**config.mk**
```make
export PLATFORM = sky130hd
export DESIGN_NAME = alu_mdu
export DESIGN_NICKNAME = d
export VERILOG_FILES = /design/src/rtl/alu_pkg.sv /design/src/rtl/mdu_core.sv /design/src/rtl/alu_mdu.sv
export SDC_FILE = /design/constraint.sdc
export NUM_CORES = 1
export LEC_CHECK = 0
export ABC_AREA = 1
export CORE_UTILIZATION = 25
export DETAILED_ROUTE_END_ITERATION = 12
export SYNTH_ARGS = -nofsm -noshare
export SYNTH_HDL_FRONTEND = slang
export SYNTH_SLANG_ARGS = --single-unit
```
**constraint.sdc**
```tcl
create_clock -name clk -period 3.05 [get_ports clk]
set_input_delay 0.4575 -clock clk [delete_from_list [all_inputs] [get_ports clk]]
set_output_delay 0.4575 -clock clk [all_outputs]
set_load 0.02 [all_outputs]
```
**src/rtl/alu_pkg.sv**
```systemverilog
// Shared opcodes, sign-class encodings and FSM states for the EX-stage ALU/MDU.
package alu_pkg;

    localparam logic [2:0] OP_AND   = 3'b000;
    localparam logic [2:0] OP_OR    = 3'b001;
    localparam logic [2:0] OP_ADD   = 3'b010;
    localparam logic [2:0] OP_XOR   = 3'b011;
    localparam logic [2:0] OP_MULTU = 3'b100;
    localparam logic [2:0] OP_DIVU  = 3'b101;
    localparam logic [2:0] OP_SUB   = 3'b110;
    localparam logic [2:0] OP_SLT   = 3'b111;

    localparam logic [1:0] N_ZERO = 2'b01;
    localparam logic [1:0] N_NEG  = 2'b10;
    localparam logic [1:0] N_POS  = 2'b11;

    typedef enum logic [1:0] {
        StIdle   = 2'b00,
        StExec   = 2'b01,
        StFinish = 2'b10
    } state_e;

    function automatic logic [1:0] n_class(input logic is_zero, input logic msb);
        if (is_zero) begin
            return N_ZERO;
        end else if (msb) begin
            return N_NEG;
        end else begin
            return N_POS;
        end
    endfunction

endpackage

```
**src/rtl/mdu_core.sv**
```systemverilog
// Iterative unsigned multiply (shift-add) / restoring divide, one bit per step.
// hi/lo present the {acc, q} value that the current step will produce.
module mdu_core
    import alu_pkg::*;
#(
    parameter int unsigned WIDTH = 32,
    parameter int unsigned CNT_W = $clog2(WIDTH) + 1
) (
    input  logic             clk,
    input  logic             rst_n,
    input  logic             load,
    input  logic             step,
    input  logic             is_div,
    input  logic [WIDTH-1:0] a,
    input  logic [WIDTH-1:0] b,
    output logic [WIDTH-1:0] hi,
    output logic [WIDTH-1:0] lo,
    output logic             last
);

    logic [WIDTH-1:0] r_acc;
    logic [WIDTH-1:0] r_q;
    logic [WIDTH-1:0] r_m;
    logic [CNT_W-1:0] r_cnt;
    logic             r_is_div;

    logic [WIDTH:0]   w_x;
    logic [WIDTH:0]   w_y;
    logic [WIDTH:0]   w_sum;
    logic [WIDTH:0]   w_prod;
    logic [WIDTH-1:0] w_acc_nxt;
    logic [WIDTH-1:0] w_q_nxt;

    // One shared adder: acc + m for multiply, {acc,q_msb} - m for divide.
    assign w_x   = r_is_div ? {r_acc, r_q[WIDTH-1]} : {1'b0, r_acc};
    assign w_y   = r_is_div ? ~{1'b0, r_m} : {1'b0, r_m};
    assign w_sum = w_x + w_y + {{WIDTH{1'b0}}, r_is_div};

    always_comb begin
        w_acc_nxt = r_acc;
        w_q_nxt   = r_q;
        w_prod    = {1'b0, r_acc};
        if (r_is_div) begin
            if (!w_sum[WIDTH]) begin
                w_acc_nxt = w_sum[WIDTH-1:0];
                w_q_nxt   = {r_q[WIDTH-2:0], 1'b1};
            end else begin
                w_acc_nxt = {r_acc[WIDTH-2:0], r_q[WIDTH-1]};
                w_q_nxt   = {r_q[WIDTH-2:0], 1'b0};
            end
        end else begin
            if (r_q[0]) begin
                w_prod = w_sum;
            end
            w_acc_nxt = w_prod[WIDTH:1];
            w_q_nxt   = {w_prod[0], r_q[WIDTH-1:1]};
        end
    end

    always_ff @(posedge clk or negedge rst_n) begin
        if (!rst_n) begin
            r_acc    <= '0;
            r_q      <= '0;
            r_m      <= '0;
            r_cnt    <= '0;
            r_is_div <= 1'b0;
        end else if (load) begin
            r_acc    <= '0;
            r_q      <= a;
            r_m      <= b;
            r_is_div <= is_div;
            r_cnt    <= CNT_W'(WIDTH - 1);
        end else if (step) begin
            r_acc <= w_acc_nxt;
            r_q   <= w_q_nxt;
            if (r_cnt != '0) begin
                r_cnt <= r_cnt - 1'b1;
            end
        end
    end

    assign hi   = w_acc_nxt;
    assign lo   = w_q_nxt;
    assign last = (r_cnt == '0);

endmodule

```
**src/rtl/alu_mdu.sv**
```systemverilog
// Registered ALU with multi-cycle MULTU/DIVU and a start/busy/done handshake.
module alu_mdu
    import alu_pkg::*;
#(
    parameter int unsigned WIDTH = 32,
    parameter int unsigned CNT_W = $clog2(WIDTH) + 1
) (
    input  logic             clk,
    input  logic             rst_n,
    input  logic             start,
    input  logic [2:0]       alu_op,
    input  logic [WIDTH-1:0] a,
    input  logic [WIDTH-1:0] b,
    output logic [WIDTH-1:0] result,
    output logic             zero,
    output logic [1:0]       n,
    output logic [WIDTH-1:0] hi,
    output logic [WIDTH-1:0] lo,
    output logic             busy,
    output logic             done,
    output logic             div_zero
);

    state_e           r_state;
    logic [WIDTH-1:0] r_result;
    logic [WIDTH-1:0] r_hi;
    logic [WIDTH-1:0] r_lo;
    logic             r_div_zero;

    logic             w_accept;
    logic             w_b_zero;
    logic             w_multi;
    logic [WIDTH-1:0] w_alu;
    logic [WIDTH-1:0] w_core_hi;
    logic [WIDTH-1:0] w_core_lo;
    logic             w_last;

    assign w_accept = start && (r_state != StExec);
    assign w_b_zero = (b == '0);
    assign w_multi  = (alu_op == OP_MULTU) || ((alu_op == OP_DIVU) && !w_b_zero);

    always_comb begin
        w_alu = '0;
        case (alu_op)
            OP_AND:  w_alu = a & b;
            OP_OR:   w_alu = a | b;
            OP_ADD:  w_alu = a + b;
            OP_SUB:  w_alu = a - b;
            OP_XOR:  w_alu = a ^ b;
            OP_SLT:  w_alu = {{(WIDTH-1){1'b0}}, ($signed(a) < $signed(b))};
            OP_DIVU: w_alu = '1;  // only reached with b == 0
            default: w_alu = '0;
        endcase
    end

    mdu_core #(
        .WIDTH (WIDTH),
        .CNT_W (CNT_W)
    ) u_mdu_core (
        .clk    (clk),
        .rst_n  (rst_n),
        .load   (w_accept && w_multi),
        .step   (r_state == StExec),
        .is_div (alu_op == OP_DIVU),
        .a      (a),
        .b      (b),
        .hi     (w_core_hi),
        .lo     (w_core_lo),
        .last   (w_last)
    );

    always_ff @(posedge clk or negedge rst_n) begin
        if (!rst_n) begin
            r_state    <= StIdle;
            r_result   <= '0;
            r_hi       <= '0;
            r_lo       <= '0;
            r_div_zero <= 1'b0;
        end else begin
            case (r_state)
                StExec: begin
                    if (w_last) begin
                        r_state  <= StFinish;
                        r_hi     <= w_core_hi;
                        r_lo     <= w_core_lo;
                        r_result <= w_core_lo;
                    end
                end
                default: begin
                    if (start) begin
                        r_div_zero <= (alu_op == OP_DIVU) && w_b_zero;
                        if (w_multi) begin
                            r_state <= StExec;
                        end else begin
                            r_state  <= StFinish;
                            r_result <= w_alu;
                            if (alu_op == OP_DIVU) begin
                                r_hi <= a;
                                r_lo <= '1;
                            end
                        end
                    end else begin
                        r_state <= StIdle;
                    end
                end
            endcase
        end
    end

    assign result   = r_result;
    assign hi       = r_hi;
    assign lo       = r_lo;
    assign div_zero = r_div_zero;
    assign busy     = (r_state == StExec);
    assign done     = (r_state == StFinish);
    assign zero     = (r_result == '0);
    assign n        = n_class(zero, r_result[WIDTH-1]);

endmodule
```
==> results by group <==
Clocking
  – Root buffer cell: clkbuf_16
  – CTS Buf Count: 23
  – Clk_lat worst skew: 0.54 ns
  – H-tree depth: 1
  – Reg clk slew, reported paths: 0.06 ns
  – CTS sink count: 202
  – CTS Buffer Depth: 3
  – CTS tree: built

Layout
  – Area of the multi-input gates: 11740 sq um
  – Register Area: 5059 sq um
  – Post-Layout Cell Count: 4500
  – Share of layout cells above drive strength 1: 0.2268
  – Layout area overhead: 49.40%
  – Final #Nets: 3747
  – Commonest non-fill, non-tap cell in the layout: nand2_1
  – Most frequent cells in the layout: nand2_1 (683), buf_4 (596), inv_1 (369)
  – Core Util, Final: 0.3787
  – Filler cells: 7585
  – N_diodes: 0

Global route
  – Initial antenna violation count: 0
  – First-pass GRT wire length: 128600 um
  – Largest net degree at the start of global routing: 78
  – Gr ovfl total: 0
  – Total GRT Usage: 0.2289
  – Vias in the first global route: 21320

Timing
  – FMAX: 306.3 MHz
  – Worst setup margin: -0.2145 ns
  – RSZ-0062 raised after global routing: true
  – Fin. max-slew vios: 0
  – Final period utilization: 1.070
  – Clock skew: 0.02665 ns
  – Slew margin rel.: 0.5213
  – Slew at the pin with the worst max-slew slack: 0.6999 ns
  – Post-layout min period: 3.264 ns
  – Endpoints failing setup: 67
  – Setup TNS: -10.44 ns
  – Fin. Hold Viols: 0

Yosys
  – Async S/R FF share, synth: 1.000
  – Post-synthesis sequential area ratio: 0.2780
  – Post-synthesis register bit count: 202
  – Synthesized net count: 3019
  – Post-Synth Simple-Gate Area: 0.3014
  – Ys flop type: dfrtp_1
  – Post-synthesis compound-gate area fraction: 0.1925
  – Synthesized-area fraction occupied by adder cells: 0.09965
  – Mux share of post-synthesis cell area: 0
  – Post-synthesis xor/xnor area fraction: 0.02409
  – Synthesized instance count: 2806
  – Number of synthesized flops with an enable pin: 0
  – Synthesized area per cell: 6.479 sq um
  – Netlist cell types: 49
  – Yosys Warn Count: 0
  – Synthesized cell area: 18180 sq um
  – Main combinational cell family by area after synthesis: simple AND/OR/NAND/NOR gates

Floorplan
  – Die Ht: 271.7 um
  – Full die area: 73810 sq um
  – Site Rows: 98
  – Core area: 71730 sq um
  – Num ports: 172
  – DIE WIDTH: 271.7 um
  – Starting Density: 0.2535

Detailed routing
  – Pre-Repair DR Iteration Count: 6
  – Routed via count: 21780
  – Vias/cell: 4.840
  – Total wire length: 86800 um
  – Drt drc: 0
  – Iter 0 DRT Violations: 1852
  – WL per Instance: 19.29 um
  – Routed Antenna Nets: 0

Power and ir drop
  – PwrDens: 675.9 nW/um^2
  – Total Power: 18360 uW
  – Leak: 0.01344 uW
  – Peak supply drop: 0.0003633 V

Run
  – Max-Cap Viols: 0

Setup path
  – Slowest cell on the critical path: dfrtp_4
  – Max stage delay on crit path: 0.49 ns
  – Crit Path Class: flop to flop
  – WP data required: 3.47 ns
  – Critical path buffers and inverters: 8
  – Most Frequent Cell on Critical Path: nand2_1
  – CP cell instances: buf_12 -> clkinvlp_4 -> buf_6 -> buf_4 -> o21bai_1 -> ha_1 -> nand2_2 -> nor2_4 -> nand2_2 -> inv_1 -> a21oi_4 -> buf_6 -> nand3_4 -> nand3_4 -> buf_6 -> buf_16 -> nand2_1 -> nand2_1 -> nand2_1 -> nand2_1 -> o21ai_1
  – Crit-path max FO: 6
  – Type of origin of the critical path: flop
  – Worst Setup End Kind: flop
  – Critical path's top delay family: buffers and inverters
  – Arrival time at the worst endpoint: 3.69 ns

Placement
  – Dpl cells: 4428
  – Placer Congestion: 1.021
  – Port bufs: 171
  – Post-DP HPWL: 70390 um

Min path
  – HP Class: flop to flop

Outcome
  – Outcome: finished with violations
  – Failing checks: setup timing
-- worst reg2reg max path, delay by kind of cell, from the launching register on --
kind / cells / cell delay (ns)
simple gates: 9 / 0.82
flops: 1 / 0.49
compound gates: 3 / 0.47
buf+inv: 8 / 1.11
fa+ha+maj: 1 / 0.27
-- cell families (layout without fill, tap and decap cells) --
family | count (synthesis) | count (layout)
adder cells (fa/ha/maj) | 143 | 143
buffers and inverters | 484 | 1225
AND/OR/NAND/NOR | 1317 | 1320
XOR/XNOR | 50 | 50
flip-flops | 202 | 202
AO/OA/AOI/OAI | 610 | 610
-- area by class of cell --
cell class | instances | area share
multi-input combinational | 2123 | 0.4322
timing repair buffer | 805 | 0.2532
sequential | 202 | 0.1862
inverter | 379 | 0.05251
tap | 950 | 0.04376
clock buffer | 29 | 0.02386
clock inverter | 12 | 0.008291
-- sequential cells by signal (all words and copies together), names as in the netlist --
signal,count
div_zero,1
lo,32
u_mdu_core.r_acc,32
r_state,2
u_mdu_core.r_cnt,6
hi,32
result,32
u_mdu_core.r_is_div,1
u_mdu_core.r_m,32
u_mdu_core.r_q,32
-- through the flow --
step | worst slack [ns] | hold WS [ns] | cell area (sq um)
2_1_floorplan | 0.009114 | 0.1619 | 18190
3_3_place_gp | -0.4017 | 0.4858 | 25430
3_5_place_dp | -0.4270 | 0.4857 | 25430
4_1_cts | -0.1066 | 0.5062 | 26650
5_1_grt | -0.3737 | 0.5205 | 27160
6_report | -0.2145 | 0.5042 | 27160
-- repair_timing --
action                                  CTS  global route
resized for setup                        48            84
endpoints found under the hold margin    73             0
buffers inserted                          9            14
hold buffers                              1             0
endpoints found under the setup margin   68            70
pin swaps                                13            41
gates cloned                              4             4
-- power breakdown --
part	switching [uW]	internal [uW]
Combinational	6420	4750
Clock	1220	2020
Sequential	606	3360
-- Yosys cell counts (all sizes together) (4+ instances only) --
master,n,area [sq um]
nand2,728,2790
inv,377,1415
nor2,318,1199
a21oi,244,1236
o21ai,211,1064
dfrtp,202,5055
nand3,166,860.8
ha,140,1752
clkbuf,59,222.7
buf,46,252.7
xor2,42,367.9
nor3,39,205.2
o221ai,34,297.8
nand4,30,187.7
o21bai,27,202.7
o211ai,23,172.7
o22ai,21,131.4
nor4,20,125.1
a2111oi,17,148.9
a31oi,11,68.82
nand3b,9,67.56
o22a,9,78.83
xnor2,8,70.07
o21a,6,45.04
a21o,4,30.03
or2,4,25.03
-- final timing paths --
path | to | cells past startpoint | start | slack (ns)
worst max-delay path | u_mdu_core.r_acc[10] | 21 | u_mdu_core.r_is_div | -0.21
worst min-delay path | lo[2] | 1 | lo[2] | 0.50
worst max register to register | u_mdu_core.r_acc[10] | 21 | u_mdu_core.r_is_div | -0.21
worst min register to register | lo[2] | 1 | lo[2] | 0.50
max in group asynchronous | u_mdu_core.r_q[8] | 3 | rst_n | 1.69
min in group asynchronous | hi[27] | 2 | rst_n | 0.51
-- metal layers --
layer	GRT usage	share of wire	up-vias
li1	-	-	10670
met1	0.3024	0.44	10290
met2	0.3843	0.47	680
met3	0.02167	0.058	140
met4	0.08649	0.039	0
met5	0	0	-
Note: power is estimated with default switching activity, not from simulation.
